<file path="config.mk">
export PLATFORM = sky130hd
export DESIGN_NAME = reorder_buffer_flat
export DESIGN_NICKNAME = d
export VERILOG_FILES = /design/src/rtl/reorder_buffer_pkg.sv /design/src/rtl/reorder_buffer_if.sv /design/src/rtl/reorder_buffer_rob_ptr.sv /design/src/rtl/reorder_buffer.sv /design/src/flat_wrapper.sv
export SDC_FILE = /design/constraint.sdc
export NUM_CORES = 1
export LEC_CHECK = 0
export BUFFER_PORTS_ARGS = -buffer_cell sky130_fd_sc_hd__buf_2
export CAP_MARGIN = 40
export CELL_PAD_IN_SITES_DETAIL_PLACEMENT = 2
export CELL_PAD_IN_SITES_GLOBAL_PLACEMENT = 2
export CORE_MARGIN = 2
export CORE_UTILIZATION = 30
export CTS_BUF_LIST = sky130_fd_sc_hd__clkbuf_4
export DETAILED_ROUTE_END_ITERATION = 6
export GPL_ROUTABILITY_DRIVEN = 0
export PLACE_DENSITY = 0.55
export SKIP_LAST_GASP = 1
export SLEW_MARGIN = 5
export SYNTH_ARGS = -nofsm -noshare
export SYNTH_HDL_FRONTEND = slang
export SYNTH_HIERARCHICAL = 1
export SYNTH_SLANG_ARGS = --single-unit
</file>
<file path="constraint.sdc">
create_clock -name clk -period 5.1 [get_ports clk]
set_input_delay 0.51 -clock clk [delete_from_list [all_inputs] [get_ports clk]]
set_output_delay 0.51 -clock clk [all_outputs]
set_load 0.005 [all_outputs]
</file>
<file path="src/rtl/reorder_buffer_pkg.sv">
// Shared widths and types for the reorder buffer and its clients.
// Covers the ROB index width plus the register-address and data bus widths.
package reorder_buffer_pkg;

   localparam int DEF_ROB_ADDR_WIDTH = 4;
   localparam int ROB_SIZE           = 1 << DEF_ROB_ADDR_WIDTH;
   localparam int REG_ADDR_W         = 5;
   localparam int DATA_W             = 32;

   typedef logic [REG_ADDR_W-1:0] reg_addr_t;
   typedef logic [DATA_W-1:0]     data_t;

   typedef struct packed {
      logic      en;
      logic      restore;
      reg_addr_t addr;
      data_t     data;
   } commit_t;

   function automatic commit_t commit_idle();
      return '0;
   endfunction

endpackage

</file>
<file path="src/rtl/reorder_buffer_if.sv">
// Rename/writeback/operand/commit signals between the reorder buffer and the core.
// The ROB side uses the slave modport.
interface reorder_buffer_if
   import reorder_buffer_pkg::*;
#(
   parameter int ROB_ADDR_WIDTH = DEF_ROB_ADDR_WIDTH
);

   logic                      alloc_en;
   reg_addr_t                 alloc_addr;
   logic                      alloc_ready;
   logic [ROB_ADDR_WIDTH-1:0] alloc_id;

   logic                      wb_en;
   logic [ROB_ADDR_WIDTH-1:0] wb_id;
   data_t                     wb_data;
   logic                      wb_exc;

   logic [ROB_ADDR_WIDTH-1:0] read_id_1;
   logic [ROB_ADDR_WIDTH-1:0] read_id_2;
   logic                      read_ready_1;
   logic                      read_ready_2;
   data_t                     read_data_1;
   data_t                     read_data_2;

   logic                      commit_en;
   logic                      commit_restore;
   reg_addr_t                 commit_addr;
   data_t                     commit_data;

   modport master (
      output alloc_en, alloc_addr, wb_en, wb_id, wb_data, wb_exc, read_id_1, read_id_2,
      input  alloc_ready, alloc_id, read_ready_1, read_ready_2, read_data_1, read_data_2,
      input  commit_en, commit_restore, commit_addr, commit_data
   );

   modport slave (
      input  alloc_en, alloc_addr, wb_en, wb_id, wb_data, wb_exc, read_id_1, read_id_2,
      output alloc_ready, alloc_id, read_ready_1, read_ready_2, read_data_1, read_data_2,
      output commit_en, commit_restore, commit_addr, commit_data
   );

endinterface

</file>
<file path="src/rtl/reorder_buffer_rob_ptr.sv">
// Wrapping index counter used for the ROB head and tail pointers.
// clear has priority over inc.
module rob_ptr #(
   parameter int WIDTH = 4
) (
   input  logic             clk,
   input  logic             rst,
   input  logic             clear,
   input  logic             inc,
   output logic [WIDTH-1:0] ptr
);

   always_ff @(posedge clk) begin
      if (rst || clear) begin
         ptr <= '0;
      end else if (inc) begin
         ptr <= ptr + 1'b1;
      end
   end

endmodule

</file>
<file path="src/rtl/reorder_buffer.sv">
// In-order retirement buffer: allocates at tail, accepts out-of-order writebacks,
// retires one done entry per cycle from head, and flushes on an excepting head.
module reorder_buffer
   import reorder_buffer_pkg::*;
#(
   parameter int ROB_ADDR_WIDTH = DEF_ROB_ADDR_WIDTH
) (
   input logic             clk,
   input logic             rst,
   reorder_buffer_if.slave rob
);

   localparam int DEPTH = 1 << ROB_ADDR_WIDTH;
   localparam int CW    = ROB_ADDR_WIDTH + 1;

   typedef logic [ROB_ADDR_WIDTH-1:0] id_t;

   logic [DEPTH-1:0] valid;
   logic [DEPTH-1:0] done;
   logic [DEPTH-1:0] exc;
   reg_addr_t        dest [DEPTH];
   data_t            data [DEPTH];
   logic [CW-1:0]    count;
   id_t              head;
   id_t              tail;
   commit_t          commit_q;

   logic alloc_ready;
   logic alloc_fire;
   logic head_commit;
   logic head_restore;
   logic wb_hit;
   logic rd_ready_1;
   logic rd_ready_2;

   // alloc_ready looks only at the current count, so a same-cycle retire frees nothing yet
   assign alloc_ready  = (count < CW'(DEPTH));
   assign head_commit  = valid[head] & done[head] & ~exc[head];
   assign head_restore = valid[head] & done[head] & exc[head];
   assign alloc_fire   = rob.alloc_en & alloc_ready & ~head_restore;
   assign wb_hit       = rob.wb_en & valid[rob.wb_id] & ~head_restore;

   rob_ptr #(.WIDTH(ROB_ADDR_WIDTH)) u_head (
      .clk   (clk),
      .rst   (rst),
      .clear (head_restore),
      .inc   (head_commit),
      .ptr   (head)
   );

   rob_ptr #(.WIDTH(ROB_ADDR_WIDTH)) u_tail (
      .clk   (clk),
      .rst   (rst),
      .clear (head_restore),
      .inc   (alloc_fire),
      .ptr   (tail)
   );

   always_ff @(posedge clk) begin
      if (rst) begin
         valid    <= '0;
         done     <= '0;
         exc      <= '0;
         count    <= '0;
         commit_q <= commit_idle();
      end else if (head_restore) begin
         valid            <= '0;
         done             <= '0;
         exc              <= '0;
         count            <= '0;
         commit_q         <= commit_idle();
         commit_q.restore <= 1'b1;
      end else begin
         commit_q <= commit_idle();
         if (head_commit) begin
            commit_q.en   <= 1'b1;
            commit_q.addr <= dest[head];
            commit_q.data <= data[head];
            valid[head]   <= 1'b0;
         end
         if (wb_hit) begin
            done[rob.wb_id] <= 1'b1;
            exc[rob.wb_id]  <= rob.wb_exc;
         end
         // head and tail never coincide here: commit needs count>0, alloc needs count<DEPTH
         if (alloc_fire) begin
            valid[tail] <= 1'b1;
            done[tail]  <= 1'b0;
            exc[tail]   <= 1'b0;
         end
         case ({alloc_fire, head_commit})
            2'b10:   count <= count + CW'(1);
            2'b01:   count <= count - CW'(1);
            default: count <= count;
         endcase
      end
   end

   // Payload storage: validity is tracked by the control bits above
   always_ff @(posedge clk) begin
      if (alloc_fire) begin
         dest[tail] <= rob.alloc_addr;
      end
      if (wb_hit) begin
         data[rob.wb_id] <= rob.wb_data;
      end
   end

   assign rd_ready_1 = valid[rob.read_id_1] & done[rob.read_id_1];
   assign rd_ready_2 = valid[rob.read_id_2] & done[rob.read_id_2];

   assign rob.alloc_ready    = alloc_ready;
   assign rob.alloc_id       = tail;
   assign rob.read_ready_1   = rd_ready_1;
   assign rob.read_ready_2   = rd_ready_2;
   assign rob.read_data_1    = rd_ready_1 ? data[rob.read_id_1] : '0;
   assign rob.read_data_2    = rd_ready_2 ? data[rob.read_id_2] : '0;
   assign rob.commit_en      = commit_q.en;
   assign rob.commit_restore = commit_q.restore;
   assign rob.commit_addr    = commit_q.addr;
   assign rob.commit_data    = commit_q.data;

endmodule

</file>
<file path="src/flat_wrapper.sv">
// flat-port wrapper written by rule: the top's interface ports become plain ports
module reorder_buffer_flat import reorder_buffer_pkg::*;
#(
   parameter int ROB_ADDR_WIDTH = DEF_ROB_ADDR_WIDTH
)
  (clk, rst, rob_alloc_en, rob_alloc_addr, rob_wb_en, rob_wb_id, rob_wb_data, rob_wb_exc, rob_read_id_1, rob_read_id_2, rob_alloc_ready, rob_alloc_id, rob_read_ready_1, rob_read_ready_2, rob_read_data_1, rob_read_data_2, rob_commit_en, rob_commit_restore, rob_commit_addr, rob_commit_data);
  reorder_buffer_if #(.ROB_ADDR_WIDTH(ROB_ADDR_WIDTH)) rob_i ();
  input logic clk;
  input logic rst;
  input wire logic [$bits(rob_i.alloc_en)-1:0] rob_alloc_en;
  input wire logic [$bits(rob_i.alloc_addr)-1:0] rob_alloc_addr;
  input wire logic [$bits(rob_i.wb_en)-1:0] rob_wb_en;
  input wire logic [$bits(rob_i.wb_id)-1:0] rob_wb_id;
  input wire logic [$bits(rob_i.wb_data)-1:0] rob_wb_data;
  input wire logic [$bits(rob_i.wb_exc)-1:0] rob_wb_exc;
  input wire logic [$bits(rob_i.read_id_1)-1:0] rob_read_id_1;
  input wire logic [$bits(rob_i.read_id_2)-1:0] rob_read_id_2;
  output wire logic [$bits(rob_i.alloc_ready)-1:0] rob_alloc_ready;
  output wire logic [$bits(rob_i.alloc_id)-1:0] rob_alloc_id;
  output wire logic [$bits(rob_i.read_ready_1)-1:0] rob_read_ready_1;
  output wire logic [$bits(rob_i.read_ready_2)-1:0] rob_read_ready_2;
  output wire logic [$bits(rob_i.read_data_1)-1:0] rob_read_data_1;
  output wire logic [$bits(rob_i.read_data_2)-1:0] rob_read_data_2;
  output wire logic [$bits(rob_i.commit_en)-1:0] rob_commit_en;
  output wire logic [$bits(rob_i.commit_restore)-1:0] rob_commit_restore;
  output wire logic [$bits(rob_i.commit_addr)-1:0] rob_commit_addr;
  output wire logic [$bits(rob_i.commit_data)-1:0] rob_commit_data;
  assign rob_i.alloc_en = rob_alloc_en;
  assign rob_i.alloc_addr = rob_alloc_addr;
  assign rob_i.wb_en = rob_wb_en;
  assign rob_i.wb_id = rob_wb_id;
  assign rob_i.wb_data = rob_wb_data;
  assign rob_i.wb_exc = rob_wb_exc;
  assign rob_i.read_id_1 = rob_read_id_1;
  assign rob_i.read_id_2 = rob_read_id_2;
  assign rob_alloc_ready = rob_i.alloc_ready;
  assign rob_alloc_id = rob_i.alloc_id;
  assign rob_read_ready_1 = rob_i.read_ready_1;
  assign rob_read_ready_2 = rob_i.read_ready_2;
  assign rob_read_data_1 = rob_i.read_data_1;
  assign rob_read_data_2 = rob_i.read_data_2;
  assign rob_commit_en = rob_i.commit_en;
  assign rob_commit_restore = rob_i.commit_restore;
  assign rob_commit_addr = rob_i.commit_addr;
  assign rob_commit_data = rob_i.commit_data;
  reorder_buffer #(.ROB_ADDR_WIDTH(ROB_ADDR_WIDTH)) u_core (.clk(clk), .rst(rst), .rob(rob_i));
endmodule
</file>
# [Word level (Yosys, flattened, before mapping)]
# Memories as Yosys holds them, arrays and structs flattened. A register that Yosys moved wholly into a read port is not among the register bits.
# Index checks and enable logic that the tools add are counted.
[word_totals] register_bits=100 ramBits=592 input_bits=54 output_inout_bits=110 word_cells=102 mem_count=2
[memory_table] name="u_core.data" words=16 width=32 rd=3 rd_ports_with_merged_regs=1 wr=1 line_no="reorder_buffer.sv:22" source="data_t data [DEPTH];"
[memory_table] name="u_core.dest" words=16 width=5 rd=1 rd_ports_with_merged_regs=1 wr=1 line_no="reorder_buffer.sv:21" source="reg_addr_t dest [DEPTH];"
[classes] addsub=4 order_cmp=9 n_eq_ne=2 muxes=49 bitwise=19 n_reduce_logical=7
[op_table] operator="$mux 16" count=12
[op_table] operator="$mux 32" count=2
[op_table] operator="$and 16x16->16" count=3
[op_table] operator="$mux 38" count=1
[op_table] operator="$mux 37" count=1
[op_table] operator="$bmux 1 s4" count=8
[op_table] operator="$not 16->16" count=2
[op_table] operator="$or 16x16->16" count=2
[op_table] operator="$lt 4x5->1 const B" count=5
[op_table] operator="$bwmux 16" count=1
[op_table] operator="$mux 1" count=16
[op_table] operator="$mux 4" count=4
[op_table] operator="$demux 1 s4" count=3
[op_table] operator="$ge 4x1->1 const B" count=3
[op_table] operator="$pmux 5 s2" count=1
[op_table] operator="$and 1x1->1" count=9
[op_table] operator="$add 4x1->4 const B" count=2
[op_table] operator="$add 5x1->5 const B" count=1
[op_table] operator="$lt 5x5->1 const B" count=1
[op_table] operator="$sub 5x1->5 const B" count=1
[op_table] operator="$logic_and 1x1->1" count=3
[op_table] operator="$not 1->1" count=3
[op_table] operator="$reduce_or 3->1" count=1
[op_table] operator="$eq 2x1->1 const B" count=1
[op_table] operator="4 further kinds" count=4

# [Longest topological paths before layout]
[logic_depth] depth_word=11 depth_mapped=16 ltp_nobuf=14

# [Modules after synthesis]
# The synthesis kept the hierarchy.
[by_module_without_submodules] module="reorder_buffer" n_inst=1 cells_per_inst=1783 area_each_um2=34692.0 seq_area_each_um2=19618.8
[by_module_without_submodules] module="rob_ptr" n_inst=2 cells_per_inst=17 area_each_um2=177.7 seq_area_each_um2=80.1

# [Worst setup path before layout]
# Ideal clock, no wire load.
[synth_timing] path_kind="register -> register" from="register u_core.u_head.ptr[1]" to="memory u_core/data[11][0] (netlist bit), enable pin" t_arrival_ps=4219 required_ps=4639 slack_ps=420 path_stages_with_launch=9 path_buffers=2 synth_period_minus_slack_ps=4680 path_cell_list="dfxtp_1 -> buf_4 -> mux4_2 -> mux2_2 -> mux2i_1 -> or3_1 -> nor2_1 -> clkbuf_1 -> nor3_1"
[synth_via] elab_chain_len=8 elab_cells_between_ends=12 classes_between="8 x mux; 4 x bitwise"
[synth_rtl] element="start: declaration" line_no="reorder_buffer_rob_ptr.sv:10" source="output logic [WIDTH-1:0] ptr"
[synth_rtl] element="start signal: assignment" line_no="reorder_buffer_rob_ptr.sv:17" source="ptr <= ptr + 1'b1;"
[synth_rtl] element="$bmux 1 s4" line_no="reorder_buffer.sv:39" source="assign head_restore = valid[head] & done[head] & exc[head];"
[synth_rtl] element="$mux 1 (implied by the code)" line_no="reorder_buffer.sv:39"
[synth_rtl] element="$and 1x1->1" line_no="reorder_buffer.sv:39"
[synth_rtl] element="$and 1x1->1 *" line_no="reorder_buffer.sv:39"
[synth_rtl] element="$not 1->1 *" line_no="reorder_buffer.sv:41" source="assign wb_hit = rob.wb_en & valid[rob.wb_id] & ~head_restore;"
[synth_rtl] element="$and 1x1->1 *" line_no="reorder_buffer.sv:41"
[synth_rtl] element="$mux 1 *" line_no="reorder_buffer.sv:104" source="if (wb_hit) begin"
[synth_rtl] element="$mux 1 (implied by the code) *" line_no="reorder_buffer.sv:105" source="data[rob.wb_id] <= rob.wb_data;"
[synth_rtl] element="end: declaration" line_no="reorder_buffer.sv:22"
# Every way passes the cells marked *; elsewhere a longest branch is shown, timed or not. The select of a mux whose other input is x is not followed.

# [Worst setup path in the final report]
[layout_timing] from="register u_core.u_head.ptr[0]" to="register u_core.count[4]"
[layout_via] elab_cells_between_ends=17 classes_between="2 x eq/ne; 7 x mux; 6 x bitwise; 2 x reduce/logical"
[layout_lines] element="$bmux 1 s4" line_no="reorder_buffer.sv:38" source="assign head_commit = valid[head] & done[head] & ~exc[head];"
[layout_lines] element="$mux 1 (implied by the code)" line_no="reorder_buffer.sv:38"
[layout_lines] element="$and 1x1->1 / $not 1->1 (equally long branches)" line_no="reorder_buffer.sv:38"
[layout_lines] element="$and 1x1->1 *" line_no="reorder_buffer.sv:38"
[layout_lines] element="named net u_core.head_commit" line_no="reorder_buffer.sv:30" source="logic head_commit;"
[layout_lines] element="$eq 2x1->1 / $eq 2x2->1 (equally long branches)" line_no="reorder_buffer.sv:91" source="case ({alloc_fire, head_commit})"
[layout_lines] element="$pmux 5 s2 / $reduce_bool 2->1 (equally long branches)"
[layout_lines] element="end signal: assignment" line_no="reorder_buffer.sv:92" source="2'b10: count <= count + CW'(1);"
[layout_lines] element="end signal: assignment" line_no="reorder_buffer.sv:93" source="2'b01: count <= count - CW'(1);"
[layout_lines] element="end signal: assignment" line_no="reorder_buffer.sv:94" source="default: count <= count;"
[layout_lines] element="end: declaration" line_no="reorder_buffer.sv:23" source="logic [CW-1:0] count;"
# The timed path passes the listed nets; every way through them passes the cells marked *. The select of a mux whose other input is x is not followed.
# A chain may end at the register's enable or synchronous reset.

==> insert_results.sql <==
INSERT INTO impl_metrics (metric_group, metric, value, unit) VALUES
('logic_synthesis', 'ys_top_cells_by_count', '592 x sky130_fd_sc_hd__edfxtp_1, 523 x sky130_fd_sc_hd__mux4_2, 100 x sky130_fd_sc_hd__dfxtp_1', ''),
('clock_tree', 'inserted_clock_buffers', '198', ''),
('global_routing', 'grt_antenna_before_repair', '8', ''),
('detailed_routing', 'wl_per_cell', '31.2', 'um'),
('sta', 'timing.hold.ws', '0.270', 'ns'),
('clock_tree', 'clock_latency_at_the_later_pin_of_the_worst_skew_pair', '1.17', 'ns'),
('global_routing', 'grt_start_max_net_pins', '128', ''),
('detailed_routing', 'dr_total_vias', '21165', ''),
('logic_synthesis', 'synth.distinct_cells', '53', ''),
('die', 'placement_rows', '125', ''),
('pwr', 'swShare', '24.9', '%'),
('run', 'max_cap_violations', '0', ''),
('logic_synthesis', 'avgSynthCellArea', '19.3', 'um^2'),
('clock_tree', 'htreeDepth', '4', ''),
('finish', 'final-instance-count-excl-fill', '3838', ''),
('pwr', 'vdd_drop_max', '0.212', 'mV'),
('logic_synthesis', 'synth_async_sr_flop_share', '0', '%'),
('pwr', 'power-per-cell-area', '305', 'mW/mm^2'),
('logic_synthesis', 'syn-num-nets', '1877', ''),
('logic_synthesis', 'synth_flop_cell', 'sky130_fd_sc_hd__edfxtp_1', ''),
('global_routing', 'grt_remaining_overflow', '0', ''),
('pwr', 'power', '12.6', 'mW'),
('clock_tree', 'clockRootBuffer', 'sky130_fd_sc_hd__clkbuf_4', ''),
('sta', 'rsz0062_at_grt', 'no', ''),
('clock_tree', 'max-clock-path-buffers', '3', ''),
('detailed_routing', 'avg_vias_per_cell', '5.51', ''),
('critical_path', 'worst_r2r_startpoint', 'u_core/u_head/ptr[0]', ''),
('die', 'num_io_pins', '164', ''),
('sta', 'transition_time_at_the_pin_with_the_least_slew_margin', '1.03', 'ns'),
('logic_synthesis', 'synth-edff-count', '592', ''),
('detailed_routing', 'drtPass1Iterations', '5', ''),
('sta', 'maxSlewHeadroom', '31.5', '%'),
('pwr', 'power.net_switching', '3.13', 'mW'),
('die', 'start_util', '30.2', '%'),
('logic_synthesis', 'postSynthRegisterBits', '692', ''),
('detailed_routing', 'drcViolationCount', '0', ''),
('logic_synthesis', 'yosys.cell_count.top_type', 'sky130_fd_sc_hd__edfxtp_1', ''),
('sta', 'hold_viol', '0', ''),
('logic_synthesis', 'ys.warnings.count', '6', ''),
('global_routing', 'first_global_vias', '23730', ''),
('sta', 'timing.final.setup_violations', '0', ''),
('sta', 'finalCriticalPeriod', '4.37', 'ns'),
('place', 'portBuffers', '163', ''),
('place', 'placedCellCount', '3416', ''),
('sta', 'drv_slew', '0', ''),
('finish', 'area_delta_synth_final', '17.7', '%'),
('logic_synthesis', 'netlist_area', '0.0350', 'mm^2'),
('finish', 'fillers', '11480', ''),
('pwr', 'intPower', '9.45', 'mW'),
('clock_tree', 'cts_tree', 'done', ''),
('logic_synthesis', 'synth.top_cells.by_area', 'sky130_fd_sc_hd__edfxtp_1 51%, sky130_fd_sc_hd__mux4_2 34%, sky130_fd_sc_hd__dfxtp_1 5.7%', ''),
('sta', 'timing.fmax', '0.229', 'GHz'),
('logic_synthesis', 'synth.largest_area_cell', 'sky130_fd_sc_hd__edfxtp_1', ''),
('critical_path', 'r2r_cells', '12', ''),
('pwr', 'power.static_leakage', '13.2', 'nW'),
('worst_hold_path', 'worstHoldPathType', 'in -> reg', ''),
('clock_tree', 'holdBufCountCts', '47', ''),
('critical_path', 'maximum_fanout_along_the_worst_path', '25', ''),
('die', 'design.core.area', '0.116', 'mm^2'),
('sta', 'final_min_period_over_clock_period', '85.8', '%'),
('critical_path', 'worst-setup-path-type', 'reg -> reg', ''),
('logic_synthesis', 'syn-instance-count', '1817', ''),
('pwr', 'clock_power_share', '43.3', '%'),
('finish', 'drive_gt1_share', '48.8', '%'),
('detailed_routing', 'drt.antenna.violating_nets', '0', ''),
('pwr', 'power.sequential.fraction', '49.4', '%'),
('global_routing', 'grt_pass1_wl', '176', 'mm'),
('detailed_routing', 'wl', '120', 'mm'),
('worst_hold_path', 'hp-start', 'rob_alloc_addr[4]', ''),
('critical_path', 'setup.worst_path.end_class', 'flip-flop', ''),
('run_status', 'outcome', 'completed', '');
==> routing by layer <==
| metal | track usage [%] | vias up | wire length, um |
|---|---|---|---|
| met5 | 0 | - | 37 |
| met3 | 3.59 | 221 | 5760 |
| met1 | 26.4 | 11608 | 50700 |
| li1 | - | 8603 | - |
| met2 | 34.2 | 727 | 60100 |
| met4 | 7.33 | 6 | 3280 |
==> final cells by class <==
type	count	share of cell area, %
well taps	1524	4.62
repair buffers	273	5.21
inverters	10	0.0910
clock buffers	285	5.18
flip-flops and latches	692	48.0
diodes	9	0.0546
multi-input cells	964	35.7
clock inverters	81	1.20
==> flip-flops by register name (all words and copies together), names as in the netlist <==
| signal | count |
|---|---|
| u_core/rob.commit_restore | 1 |
| u_core/rob.commit_en | 1 |
| u_core/rob.commit_data | 32 |
| u_core/dest | 80 |
| u_core/u_tail/ptr | 4 |
| u_core/exc | 16 |
| u_core/rob.commit_addr | 5 |
| u_core/done | 16 |
| u_core/data | 512 |
| u_core/count | 5 |
| u_core/valid | 16 |
| u_core/u_head/ptr | 4 |
==> cells in the final DEF (no fill, tap or decap), types with 9 or more instances in the layout <==
cell	count
sky130_fd_sc_hd__a21oi_1	28
sky130_fd_sc_hd__buf_12	23
sky130_fd_sc_hd__buf_2	157
sky130_fd_sc_hd__buf_4	37
sky130_fd_sc_hd__clkbuf_4	285
sky130_fd_sc_hd__clkinv_1	52
sky130_fd_sc_hd__clkinv_2	13
sky130_fd_sc_hd__dfxtp_1	96
sky130_fd_sc_hd__diode_2	9
sky130_fd_sc_hd__dlygate4sd3_1	47
sky130_fd_sc_hd__edfxtp_1	592
sky130_fd_sc_hd__inv_1	9
sky130_fd_sc_hd__mux2i_1	26
sky130_fd_sc_hd__mux4_2	523
sky130_fd_sc_hd__nand2_1	41
sky130_fd_sc_hd__nand3_1	15
sky130_fd_sc_hd__nor2_1	53
sky130_fd_sc_hd__nor2b_1	87
sky130_fd_sc_hd__nor2b_4	24
sky130_fd_sc_hd__nor3_1	28
sky130_fd_sc_hd__o21ai_0	30
==> kinds of logic after synthesis <==
kind of cell             share of synthesized area [%]
adder cells (fa/ha/maj)                          0.214
AND/OR/NAND/NOR                                   5.11
AO/OA/AOI/OAI                                     1.41
XOR/XNOR                                         0.200
multiplexers                                      34.7
flip-flops                                        56.4
buffers and inverters                             1.96
==> through the flow <==
step	worst slack (ns)	util, %	instance area [um^2]
4_1_cts	0.607	35.5	41200
6_report	0.726	35.6	41300
3_3_place_gp	0.742	32.7	38000
3_5_place_dp	0.742	32.9	38100
5_1_grt	0.378	35.6	41300
2_1_floorplan	0.420	-	35000
==> worst max-delay path, stage by stage (launching register included) <==
cell	delay (ns)
sky130_fd_sc_hd__dfxtp_4	0.68
sky130_fd_sc_hd__mux4_2	0.62
sky130_fd_sc_hd__mux4_2	0.54
sky130_fd_sc_hd__nor2_1	0.51
sky130_fd_sc_hd__ha_1	0.48
sky130_fd_sc_hd__xor2_1	0.13
sky130_fd_sc_hd__ha_1	0.22
sky130_fd_sc_hd__o21a_1	0.17
sky130_fd_sc_hd__o22a_1	0.19
sky130_fd_sc_hd__a21oi_1	0.18
sky130_fd_sc_hd__xor2_1	0.10
sky130_fd_sc_hd__or3_1	0.33
sky130_fd_sc_hd__a21oi_1	0.14
==> power groups by stage <==
stage | clock [mW] | combinational, mW | sequential (mW)
2_1_floorplan | 0 | 0.540 | 6.33
3_3_place_gp | 0 | 0.884 | 6.33
3_5_place_dp | 0 | 0.904 | 6.34
4_1_cts | 5.69 | 0.937 | 6.21
5_1_grt | 5.96 | 0.983 | 6.22
6_report | 5.45 | 0.917 | 6.22
==> final timing paths <==
kind	end	slack, ns
hold / removal	u_core/dest[8][4]	0.27
setup / recovery	u_core/count[4]	0.73
setup reg to reg	u_core/count[4]	0.73
hold reg to reg	u_core/valid[9]	0.52
No activity file was read; power rests on OpenSTA's default activity.
